===== src/rtl/mm_pkg.sv =====
// Shared types and helpers for the Mastermind scorer: FSM state encoding,
// default code geometry, peg extraction and the histogram min used when summing.
package mm_pkg;

  localparam int unsigned NumPegsDef = 5;
  localparam int unsigned ColorWDef  = 3;
  localparam int unsigned MaxCodeW   = 128;
  localparam int unsigned MaxColorW  = 8;
  localparam int unsigned MaxCntW    = 8;

  typedef enum logic [2:0] {
    StNoSecret,
    StReady,
    StScan,
    StSum,
    StDone,
    StWon,
    StLost
  } mm_state_e;

  // Code is zero-extended to MaxCodeW by the caller; result is masked to cw bits.
  function automatic logic [MaxColorW-1:0] peg(input logic [MaxCodeW-1:0] code,
                                               input int unsigned         i,
                                               input int unsigned         cw);
    logic [MaxColorW-1:0] mask;
    mask = MaxColorW'((1 << cw) - 1);
    return MaxColorW'(code >> (i * cw)) & mask;
  endfunction

  function automatic logic [MaxCntW-1:0] min_cnt(input logic [MaxCntW-1:0] a,
                                                 input logic [MaxCntW-1:0] b);
    return (a < b) ? a : b;
  endfunction

endpackage


===== src/rtl/mm_peg_hist.sv =====
// Per-colour occurrence counter file: synchronous clear, increment at one index,
// combinational read at another index.
module mm_peg_hist
  import mm_pkg::*;
#(
  parameter int unsigned NUM_COLORS = 8,
  parameter int unsigned IDX_W      = ColorWDef,
  parameter int unsigned CNT_W      = 3
) (
  input  logic             clk,
  input  logic             reset,
  input  logic             clr,
  input  logic             inc,
  input  logic [IDX_W-1:0] inc_idx,
  input  logic [IDX_W-1:0] rd_idx,
  output logic [CNT_W-1:0] rd_data
);

  logic [CNT_W-1:0] cnt_q [NUM_COLORS];

  always_ff @(posedge clk) begin
    if (reset || clr) begin
      for (int unsigned i = 0; i < NUM_COLORS; i++) cnt_q[i] <= '0;
    end else if (inc) begin
      for (int unsigned i = 0; i < NUM_COLORS; i++) begin
        if (IDX_W'(i) == inc_idx) cnt_q[i] <= cnt_q[i] + 1'b1;
      end
    end
  end

  always_comb begin
    rd_data = '0;
    for (int unsigned i = 0; i < NUM_COLORS; i++) begin
      if (IDX_W'(i) == rd_idx) rd_data = cnt_q[i];
    end
  end

endmodule


===== src/rtl/mastermind_scorer.sv =====
// Sequential Mastermind scorer: exact-match scan then colour-histogram min-sum.
// Optional turn limit enabled by defining SCORER_TURN_LIMIT_EN.
module mastermind_scorer
  import mm_pkg::*;
#(
  parameter int unsigned NUM_PEGS   = NumPegsDef,
  parameter int unsigned NUM_COLORS = 8,
  parameter int unsigned COLOR_W    = ColorWDef,
  parameter int unsigned MAX_TURNS  = 10,
  localparam int unsigned CNT_W     = $clog2(NUM_PEGS + 1),
  localparam int unsigned TURN_W    = $clog2(MAX_TURNS + 1),
  localparam int unsigned CODE_W    = NUM_PEGS * COLOR_W
) (
  input  logic              clk,
  input  logic              reset,
  input  logic              secret_load,
  input  logic [CODE_W-1:0] secret_in,
  output logic              secret_err,
  input  logic              guess_valid,
  output logic              guess_ready,
  input  logic [CODE_W-1:0] guess_in,
  output logic              score_valid,
  output logic [CNT_W-1:0]  cor_p,
  output logic [CNT_W-1:0]  cor_c,
  output logic              win,
  output logic              busy,
  output logic [TURN_W-1:0] turn,
  output logic              game_over
);

  localparam int unsigned P_W   = $clog2(NUM_PEGS);
  localparam int unsigned CMP_W = COLOR_W + 1;

  mm_state_e         state_q;
  logic [CODE_W-1:0] secret_q, guess_q;
  logic [P_W-1:0]    p_q;
  logic [COLOR_W-1:0] c_q;
  logic [CNT_W-1:0]  exact_q, colour_q;
  logic [CNT_W-1:0]  cor_p_q, cor_c_q;
  logic              win_q, score_valid_q, secret_err_q;

  logic [COLOR_W-1:0] s_peg, g_peg;
  logic [CNT_W-1:0]   hs_cnt, hg_cnt, sum_add;
  logic               match, g_legal, secret_bad, accept, win_next, load_ok;

  assign s_peg    = COLOR_W'(peg(MaxCodeW'(secret_q), 32'(p_q), COLOR_W));
  assign g_peg    = COLOR_W'(peg(MaxCodeW'(guess_q), 32'(p_q), COLOR_W));
  assign match    = (s_peg == g_peg);
  assign g_legal  = CMP_W'(g_peg) < CMP_W'(NUM_COLORS);
  assign sum_add  = CNT_W'(min_cnt(MaxCntW'(hs_cnt), MaxCntW'(hg_cnt)));
  assign load_ok  = secret_load && !secret_bad;
  assign accept   = (state_q == StReady) && guess_valid && !secret_load;
  assign win_next = (exact_q == CNT_W'(NUM_PEGS));

  always_comb begin
    secret_bad = 1'b0;
    for (int unsigned i = 0; i < NUM_PEGS; i++) begin
      if (CMP_W'(peg(MaxCodeW'(secret_in), i, COLOR_W)) >= CMP_W'(NUM_COLORS)) secret_bad = 1'b1;
    end
  end

  // Secret pegs are always legal, so only the guess side needs the colour check.
  mm_peg_hist #(
    .NUM_COLORS (NUM_COLORS),
    .IDX_W      (COLOR_W),
    .CNT_W      (CNT_W)
  ) u_hist_s (
    .clk     (clk),
    .reset   (reset),
    .clr     (accept),
    .inc     ((state_q == StScan) && !match),
    .inc_idx (s_peg),
    .rd_idx  (c_q),
    .rd_data (hs_cnt)
  );

  mm_peg_hist #(
    .NUM_COLORS (NUM_COLORS),
    .IDX_W      (COLOR_W),
    .CNT_W      (CNT_W)
  ) u_hist_g (
    .clk     (clk),
    .reset   (reset),
    .clr     (accept),
    .inc     ((state_q == StScan) && !match && g_legal),
    .inc_idx (g_peg),
    .rd_idx  (c_q),
    .rd_data (hg_cnt)
  );

`ifdef SCORER_TURN_LIMIT_EN
  logic [TURN_W-1:0] turn_q, turn_inc;
  logic              game_over_q;
  assign turn_inc  = (turn_q == TURN_W'(MAX_TURNS)) ? turn_q : turn_q + 1'b1;
  assign turn      = turn_q;
  assign game_over = game_over_q;
`else
  assign turn      = '0;
  assign game_over = 1'b0;
`endif

  always_ff @(posedge clk) begin
    if (reset) begin
      state_q       <= StNoSecret;
      secret_q      <= '0;
      guess_q       <= '0;
      p_q           <= '0;
      c_q           <= '0;
      exact_q       <= '0;
      colour_q      <= '0;
      cor_p_q       <= '0;
      cor_c_q       <= '0;
      win_q         <= 1'b0;
      score_valid_q <= 1'b0;
      secret_err_q  <= 1'b0;
`ifdef SCORER_TURN_LIMIT_EN
      turn_q        <= '0;
      game_over_q   <= 1'b0;
`endif
    end else begin
      score_valid_q <= 1'b0;
      secret_err_q  <= secret_load && secret_bad;
      if (load_ok) begin
        secret_q <= secret_in;
        cor_p_q  <= '0;
        cor_c_q  <= '0;
        win_q    <= 1'b0;
        state_q  <= StReady;
`ifdef SCORER_TURN_LIMIT_EN
        turn_q      <= '0;
        game_over_q <= 1'b0;
`endif
      end else begin
        // A rejected load leaves scoring running undisturbed.
        unique case (state_q)
          StReady: begin
            if (accept) begin
              guess_q  <= guess_in;
              exact_q  <= '0;
              colour_q <= '0;
              p_q      <= '0;
              state_q  <= StScan;
            end
          end
          StScan: begin
            if (match) exact_q <= exact_q + 1'b1;
            if (p_q == P_W'(NUM_PEGS - 1)) begin
              c_q     <= '0;
              state_q <= StSum;
            end else begin
              p_q <= p_q + 1'b1;
            end
          end
          StSum: begin
            colour_q <= colour_q + sum_add;
            if (c_q == COLOR_W'(NUM_COLORS - 1)) state_q <= StDone;
            else c_q <= c_q + 1'b1;
          end
          StDone: begin
            cor_p_q       <= exact_q;
            cor_c_q       <= colour_q;
            win_q         <= win_next;
            score_valid_q <= 1'b1;
`ifdef SCORER_TURN_LIMIT_EN
            turn_q <= turn_inc;
`endif
            if (win_next) state_q <= StWon;
`ifdef SCORER_TURN_LIMIT_EN
            else if (turn_inc == TURN_W'(MAX_TURNS)) begin
              game_over_q <= 1'b1;
              state_q     <= StLost;
            end
`endif
            else state_q <= StReady;
          end
          default: ;
        endcase
      end
    end
  end

  assign guess_ready = (state_q == StReady);
  assign busy        = (state_q == StScan) || (state_q == StSum) || (state_q == StDone);
  assign score_valid = score_valid_q;
  assign secret_err  = secret_err_q;
  assign cor_p       = cor_p_q;
  assign cor_c       = cor_c_q;
  assign win         = win_q;

endmodule


===== config.mk =====
export PLATFORM = sky130hd
export DESIGN_NAME = mastermind_scorer
export DESIGN_NICKNAME = d
export VERILOG_FILES = /design/src/rtl/mm_pkg.sv /design/src/rtl/mm_peg_hist.sv /design/src/rtl/mastermind_scorer.sv
export SDC_FILE = /design/constraint.sdc
export NUM_CORES = 1
export LEC_CHECK = 0
export ABC_AREA = 1
export CAP_MARGIN = 20
export CORE_UTILIZATION = 30
export DETAILED_ROUTE_END_ITERATION = 12
export HOLD_SLACK_MARGIN = 0.05
export PLACE_DENSITY = 0.43
export SYNTH_ARGS = -nofsm -noshare
export SYNTH_HDL_FRONTEND = slang
export SYNTH_HIERARCHICAL = 1
export SYNTH_SLANG_ARGS = --single-unit

===== constraint.sdc =====
create_clock -name clk -period 4 [get_ports clk]
set_clock_uncertainty 0.1 [all_clocks]
set_input_delay 0.8 -clock clk [delete_from_list [all_inputs] [get_ports clk]]
set_output_delay 0.8 -clock clk [all_outputs]
set_load 0.02 [all_outputs]

# == Word-level counts from Yosys, hierarchy flattened ==
# Memories as Yosys holds them, arrays and structs flattened.
# Index checks and enable logic that the tools add are counted.
# op_classes
add_sub_neg,20
multipliers,1
order_cmp,6
n_eq_ne,38
shift,2
n_mux,120
n_bitwise,17
reduce_logical,27
# op_table
cell,count
$mux 3,42
$mux 1,73
$add 3x1->3 const B,19
$eq 3x3->1 const A,12
$shr 15x5->3,2
$pmux 3 s2,4
$ge 3x4->1 const B,5
$reduce_and 4->1,5
$eq 2x3->1 const A,6
$or 1x1->1,16
$eq 3x3->1 const B,4
$pmux 3 s4,1
$ne 2x2->1 const B,5
$eq 1x3->1 const A,3
$logic_not 3->1,3
$eq 3x2->1 const B,2
$ne 3x3->1 const B,2
$reduce_and 3->1,2
$reduce_bool 2->1,3
$logic_and 1x1->1,5
$mul 3x2->5 const B,1
$reduce_bool 5->1,1
$reduce_bool 4->1,1
$add 3x3->3,1
other kinds (9),13
# totals
reg_bits,54
mem_bits_rw,48
input_bits,34
elab_cells,246
mem_count,2
# mem_list
memory,depth,word_bits,rd,rd_ports_with_merged_regs,write_ports,line,rtl
u_hist_g.cnt_q,8,3,8,0,8,mm_peg_hist.sv:19,logic [CNT_W-1:0] cnt_q [NUM_COLORS];
u_hist_s.cnt_q,8,3,8,0,8,mm_peg_hist.sv:19,

# == Depth between registers and ports, before layout ==
# Gate-level depths: netlist of the first run.
# depth
depth_word,13
mapped_depth,18
mapped_depth_nobuf,17

# == Cells and area by module ==
# The synthesis of the first run kept the hierarchy.
# by_module_without_submodules
mod,instances,cells_each,area_per_inst_um2,seq_area_each_um2
mm_peg_hist,2,153,1397.6,720.7
mastermind_scorer,1,363,2620.0,1061.0

# == Least setup slack after synthesis of the first run ==
# OpenSTA, ideal clock, no wires.
# synth_timing
path_kind,register to register
start,register c_q[2]
end,register colour_q[2]
t_arrival_ps,2762
t_required_ps,3830
path_slack_ps,1068
stages_incl_launch_ff,18
path_buffers,1
synth_period_minus_slack_ps,2932
path_cell_list,dfxtp_1 inv_2 buf_6 nor3_1 nand2_1 nand4_1 inv_1 ha_1 a21oi_1 nand2_1 nor2_1 a21oi_1 ha_1 fa_1 xor2_1 xor2_1 nand2_1 a21oi_1
# synth_via
elab_chain_len,13
elab_cells_between_ends,28
cone_classes,add/sub: 1; order compare: 1; eq/ne: 7; mux: 18; reduce/logical: 1
# synth_lines
element,line,rtl
from (decl),mastermind_scorer.sv:37,logic [COLOR_W-1:0] c_q;
from (signal assigned),mastermind_scorer.sv:157,else c_q <= c_q + 1'b1;
$logic_not 3->1,mm_peg_hist.sv:34,if (IDX_W'(i) == rd_idx) rd_data = cnt_q[i];
$mux 3 (7 in series),mm_peg_hist.sv:34,
$mux 3 (*),mm_peg_hist.sv:34,
named net hg_cnt[2],mastermind_scorer.sv:43,"logic [CNT_W-1:0] hs_cnt, hg_cnt, sum_add;"
$lt 3x3->1,mm_pkg.sv:32,return (a < b) ? a : b;
$mux 3 (*),mm_pkg.sv:32,
$add 3x3->3 (*),mastermind_scorer.sv:155,colour_q <= colour_q + sum_add;
$pmux 3 s2 (*),mastermind_scorer.sv:135,unique case (state_q)
to (signal assigned),mastermind_scorer.sv:155,
to (decl),mastermind_scorer.sv:38,"logic [CNT_W-1:0] exact_q, colour_q;"
# The timed path passes the listed nets; every way through them passes the cells marked *.
# A chain may end at the register's enable or synchronous reset.

# == Worst setup path after layout of the first run ==
# layout_timing
start,register c_q[0]
end,register colour_q[2]
# The elaborated chain is that of the path after synthesis.

==> flow_summary.ini, run 1 <==
[run_status]
status = finished, final reports clean

[synthesis]
synth_top_area_cell = edfxtp_1
synth_area_leaders = edfxtp_1 (27%), dfxtp_1 (20%), nor2_1 (10%)
ys_seq_area_share_pct = 46.2
ys_warn_count = 6
synth_cells = 669
synth_top_area_share_pct = 26.6
ys_ff_latch = 101
synth-edff-count = 48
syn_area_um2 = 5420
netlist-cell-type-count = 36
async_flop_share_pct = 0
postSynthAreaPerCell_um2 = 8.09
dominantRegCellSynth = dfxtp_1

[worst_setup_path]
critPathTopFamily = adder cells
cp-start-kind = flip-flop
crit_buf_inv = 2
crit_path_max_fanout = 21
worstPathRequired_ps = 4180
worst-setup-path-type = flip-flop to flip-flop
r2r-start = c_q[0]$_SDFFE_PP0P_
cp_slowest_cell = dfxtp_1
r2r_slack_ps = 460
end_kind = flip-flop
cp_slowest_stage_delay_ps = 780
cp_cell_sequence = inv_2 -> nor3_1 -> nand2_1 -> nand4_1 -> inv_1 -> ha_1 -> a21oi_1 -> nand2_1 -> nor2_1 -> a21oi_1 -> ha_1 -> fa_1 -> xor2_1 -> xor2_1 -> nand2_1 -> a21oi_1
crit_arrival_ps = 3720
worstSetupStartpoint = c_q[0]$_SDFFE_PP0P_

[timing]
final.setup.tns_ps = 0
finalHoldWorstSlack_ps = 370
min_period_ps = 3540
slew_headroom_pct = 52.0
drv_slew = 0
worst_pin_slew_ps = 718
setup-violations-final = 0
period_share_pct = 88.5
hold_viol_final = 0
fmaxAchievable_mhz = 282
fin_ws_ps = 459
grt_setup_unrepaired = false

[drt]
via_per_inst = 4.75
drc = 0
vias = 4448
drtIter0Drc = 219
wirelength_um = 12900
ant_nets = 0
drtPass1Iterations = 5
wl_per_cell_um = 13.8

[die]
die_area_um2 = 18600
core-area_um2 = 17500
start_util_pct = 31.0
die-width_um = 136
rows = 48
ios = 50
die_h_um = 136

[cts]
cts_tree = yes
numCtsBuffers = 9
cts-hold-fix-buffers = 0
cts_htree_levels = 3
cts.repair.resized = 0
clk-insertion-delay-late_ps = 360
post_cts_buffers = 0
clk_pin_slew_ps = 70
clkSinkCount = 101
root_buffer = clkbuf_16
clock_path_buffers = 2

[placed_design]
pre_cts_ws_ps = 489
io_buffers = 43
place_congestion = 0.796
dpl.hpwl_um = 9890

[power_and_ir_drop]
ir_drop_v = 0.000220
finalPower_w = 0.00236
leakage_nw = 2.54
power.density_nw_per_um2 = 378

[cells_and_area]
syn2layout_area_growth_pct = 15.5
multi_input_area_um2 = 2490
ff_latch_area_um2 = 2500
drive_above_1_share_pct = 6.88
num-nets-final = 767
fillCellCount = 1827
diodes = 0
postLayoutCoreUtil_pct = 35.8

[global_route]
grt_pass1_vias = 4214
grt_pass1_wl_um = 21500
grtUsageTotal_pct = 15.2
grt_overflow = 0
antenna_found_initial = 0
grt_max_degree = 22

[run]
drv_cap = 0

[hold_path]
holdCritPathClass = flip-flop to flip-flop
hp-start = cor_p[2]$_SDFFE_PP0P_
-- path summary, 6_finish.rpt --
path / end / depth (start not counted)
max: colour_q[2]$_SDFFE_PP0P_ / 16
min: cor_p[2]$_SDFFE_PP0P_ / 2
max reg2reg: colour_q[2]$_SDFFE_PP0P_ / 16
min reg2reg: cor_p[2]$_SDFFE_PP0P_ / 2
-- worst register-to-register path, stage by stage, from the launching register on --
cell and delay (ps):
dfxtp_1 780, inv_2 150, nor3_1 330, nand2_1 90, nand4_1 100, inv_1 60
ha_1 290, a21oi_1 200, nand2_1 130, nor2_1 100, a21oi_1 50, ha_1 200
fa_1 370, xor2_1 170, xor2_1 170, nand2_1 70, a21oi_1 120
-- Yosys cell counts, types with 2 or more instances --
master / n
clkinv_1: 4
nand2_1: 113
xor2_1: 4
buf_2: 4
xnor2_1: 17
edfxtp_1: 48
ha_1: 25
or2_2: 2
nor3_2: 2
nand3_1: 44
a21oi_1: 17
buf_4: 10
nor2_1: 149
clkbuf_8: 2
clkbuf_1: 5
nor3_1: 7
inv_2: 13
buf_6: 5
nand4_1: 32
nor2_2: 4
nor3_4: 2
o21ai_1: 2
inv_1: 48
dfxtp_1: 53
o21ai_0: 46
-- kinds of logic after synthesis --
logic type | after synthesis | synth area share (%)
other cells | 1 | 0.0692
flops | 101 | 46.2
buf+inv | 91 | 8.16
xor+xnor | 21 | 3.40
simple gates | 358 | 28.9
compound gates | 71 | 7.16
fa+ha+maj | 26 | 6.15
-- cell usage in the layout, fill, tap and decap left out, types with 4 or more instances in the layout --
master and n:
clkinv_2 4, nand2_1 113, clkinv_1 4, nand3_1 44
nor2_2 4, nand4_1 32, a21oi_1 17, xor2_1 4
inv_2 13, nor3_1 7, inv_1 48, clkbuf_16 9
edfxtp_1 48, o21ai_0 46, dfxtp_1 53, conb_1 6
clkdlybuf4s50_1 43, nor2_1 149, ha_1 25, xnor2_1 17
buf_4 5
-- per-layer routing --
layer / share of wire (%) / track usage [%] / vias to the layer above
li1: - / - / 2276
met4: 1.6 / 5.19 / 0
met3: 4.3 / 3.09 / 16
met1: 47 / 19.9 / 2049
met5: 0 / 0 / -
met2: 47 / 24.6 / 107
-- area by class of cell --
cell class | count | share of cell area [%]
Tap cell | 225 | 4.50
Sequential cell | 101 | 40.0
Clock inverter | 6 | 0.600
Inverter | 65 | 3.90
Multi-Input combinational cell | 482 | 39.8
Timing Repair Buffer | 48 | 7.48
Clock buffer | 10 | 3.66
-- where the power goes --
group	leakage (nW)	internal (W)	switching, W	total (W)
combinational	1.47	0.000134	0.000220	0.000353
sequential	0.933	0.00115	0.0000511	0.00120
clock	0.137	0.000422	0.000390	0.000812
total	2.54	0.00170	0.000661	0.00236
-- per-stage QoR --
| stage | cells | instance area [µm²] |
|---|---|---|
| detailed placement | 921 | 5990 |
| CTS | 937 | 6250 |
| finish | 937 | 6250 |
| global placement | 921 | 5990 |
| floorplan | 674 | 5430 |
| global route | 937 | 6250 |
-- sequential cells by signal, indices dropped and copies added, names as in the netlist --
signal          cells
u_hist_g/cnt_q     24
u_hist_s/cnt_q     24
guess_q            15
secret_q           15
c_q                 3
colour_q            3
cor_c               3
cor_p               3
exact_q             3
p_q                 3
state_q             3
score_valid         1
win                 1
Power figures use the tool's default switching activity.
==> run 2: changes to the inputs <==
--- a/config.mk
+++ b/config.mk
@@ -10,7 +10,7 @@
 export CORE_UTILIZATION = 30
 export DETAILED_ROUTE_END_ITERATION = 12
 export HOLD_SLACK_MARGIN = 0.05
-export PLACE_DENSITY = 0.43
+export PLACE_DENSITY = 0.45
 export SYNTH_ARGS = -nofsm -noshare
 export SYNTH_HDL_FRONTEND = slang
 export SYNTH_HIERARCHICAL = 1
==> constraint.sdc (replaced) <==
create_clock -name clk -period 3.11 [get_ports clk]
set_clock_uncertainty 0.1 [all_clocks]
set_input_delay 0.622 -clock clk [delete_from_list [all_inputs] [get_ports clk]]
set_output_delay 0.622 -clock clk [all_outputs]
set_load 0.02 [all_outputs]
==> flow_summary.ini, run 2 (same netlist as run 1, synthesis figures left out) <==
[run_status]
status = finished, final reports clean

[die]
rows = 48
start_util_pct = 31.0
die_h_um = 136
die-width_um = 136
ios = 50
die_area_um2 = 18600
core-area_um2 = 17500

[drt]
vias = 4457
drtPass1Iterations = 4
wirelength_um = 12800
drc = 0
drtIter0Drc = 236
ant_nets = 0
via_per_inst = 4.63
wl_per_cell_um = 13.3

[cells_and_area]
fillCellCount = 1814
diodes = 0
final_cell_mix = nor2_1 (146), nand2_1 (112), dfxtp_1 (50)
reg.largest.list = u_hist_g/cnt_q x24, u_hist_s/cnt_q x24
num-nets-final = 793
drive_above_1_share_pct = 12.7
syn2layout_area_growth_pct = 21.9
final_common_cell = nor2_1

[cts]
clk_pin_slew_ps = 70
clkSinkCount = 101
cts_htree_levels = 3
clock_path_buffers = 2
cts-hold-fix-buffers = 0
clk-insertion-delay-late_ps = 350
numCtsBuffers = 9
root_buffer = clkbuf_16
cts_tree = yes

[worst_setup_path]
end_kind = flip-flop
worstPathRequired_ps = 3300
cp_cell_sequence = buf_8 -> inv_6 -> buf_6 -> nand4_1 -> nand4_1 -> nor2_1 -> nand4_1 -> inv_2 -> ha_4 -> a21oi_4 -> nand2_2 -> nor2_2 -> a21oi_2 -> ha_2 -> fa_2 -> xor2_2 -> xor2_1 -> nand2_1 -> a21oi_2
worst-setup-path-type = flip-flop to flip-flop
crit_buf_inv = 4
critPathTopFamily = adder cells
crit_path_max_fanout = 5
r2r_slack_ps = 40
crit_arrival_ps = 3250
cp-start-kind = flip-flop
cp_common_cell = nand4_1
cp_slowest_stage_delay_ps = 400
cp_slowest_cell = fa_2

[hold_path]
holdCritPathClass = flip-flop to flip-flop

[power_and_ir_drop]
comb_power_share_pct = 15.6
power.density_nw_per_um2 = 478
p_int_w = 0.00229
p_sw_share_pct = 27.5
finalPower_w = 0.00316
power.switching_w = 0.000868
clockPowerShare_pct = 35.6
leakage_nw = 2.69
p_seq_share_pct = 48.8
ir_drop_v = 0.000267

[placed_design]
pre_cts_ws_ps = -4.67
dpl.hpwl_um = 9750
io_buffers = 43
place_congestion = 0.806

[global_route]
grtUsageTotal_pct = 14.4
grt_pass1_vias = 4131
grt_overflow = 0
grt_max_degree = 26
grt_pass1_wl_um = 20500
antenna_found_initial = 0

[timing]
final.setup.tns_ps = 0
min_period_ps = 3070
period_share_pct = 98.6
worst_pin_slew_ps = 510
fin_ws_ps = 44.9
grt_setup_unrepaired = true
hold_viol_final = 0
fmaxAchievable_mhz = 326
setup-violations-final = 0
slew_headroom_pct = 65.6
drv_slew = 0

[run]
drv_cap = 0
## run 2: cell count changes in the layout (fill, tap and decap cells not counted), sizes merged
cell | previous run | this run
inv | 63 | 61
clkinv | 8 | 6
clkbuf | 10 | 12
clkinvlp | 0 | 2
buf | 5 | 31
## run 2: area by class of cell
class	count	area, µm²	area share, %
Tap cell	225	282	4.26
Clock buffer	12	268	4.06
Multi-Input combinational cell	482	2570	38.9
Clock inverter	4	30.0	0.455
Sequential cell	101	2510	38.0
Inverter	65	253	3.83
Timing Repair Buffer	74	689	10.4
## run 2: power by group through the flow
stage / combinational, W / sequential, W / clock [W]
floorplan: 0.000331 / 0.00155 / 0
global placement: 0.000471 / 0.00157 / 0
detailed placement: 0.000476 / 0.00157 / 0
CTS: 0.000479 / 0.00154 / 0.00117
global route: 0.000562 / 0.00155 / 0.00122
finish: 0.000493 / 0.00154 / 0.00112
## run 2: what timing repair did
| action | 4_1_cts | 5_1_grt |
|---|---|---|
| endpoints found under the setup margin | 1 | 3 |
| buffers inserted | 0 | 7 |
| resized for setup | 3 | 32 |
| hold endpoints to repair | 0 | 0 |
| pin swaps | 0 | 15 |
## run 2: path summary, 6_finish.rpt
check                                            from                  endpoint  cells after the start
worst max-delay path              c_q[1]$_SDFFE_PP0P_  colour_q[2]$_SDFFE_PP0P_                     19
worst min-delay path            cor_p[2]$_SDFFE_PP0P_     cor_p[2]$_SDFFE_PP0P_                      2
worst max register to register    c_q[1]$_SDFFE_PP0P_  colour_q[2]$_SDFFE_PP0P_                     19
worst min register to register  cor_p[2]$_SDFFE_PP0P_     cor_p[2]$_SDFFE_PP0P_                      2
## run 2: tightest hold or removal path, stage by stage, from the launching register on
cell     delay (ps)
dfxtp_1         310
nand2_1          60
a21oi_1          50
## run 2: through the flow
stage / hold slack, ps / utilization (%) / cell area [µm²] / cells
3_5_place_dp: 364 / 35.1 / 6130 / 940
2_1_floorplan: 353 / - / 5430 / 674
4_1_cts: 374 / 36.8 / 6430 / 956
5_1_grt: 393 / 37.8 / 6600 / 963
6_report: 365 / 37.8 / 6600 / 963
3_3_place_gp: 361 / 35.1 / 6130 / 940
## run 2: layer usage
layer	share of wire [%]	GRT usage, %
met1	48	18.6
met2	48	23.8
met3	2.8	2.95
met4	1.2	4.44
met5	0	0
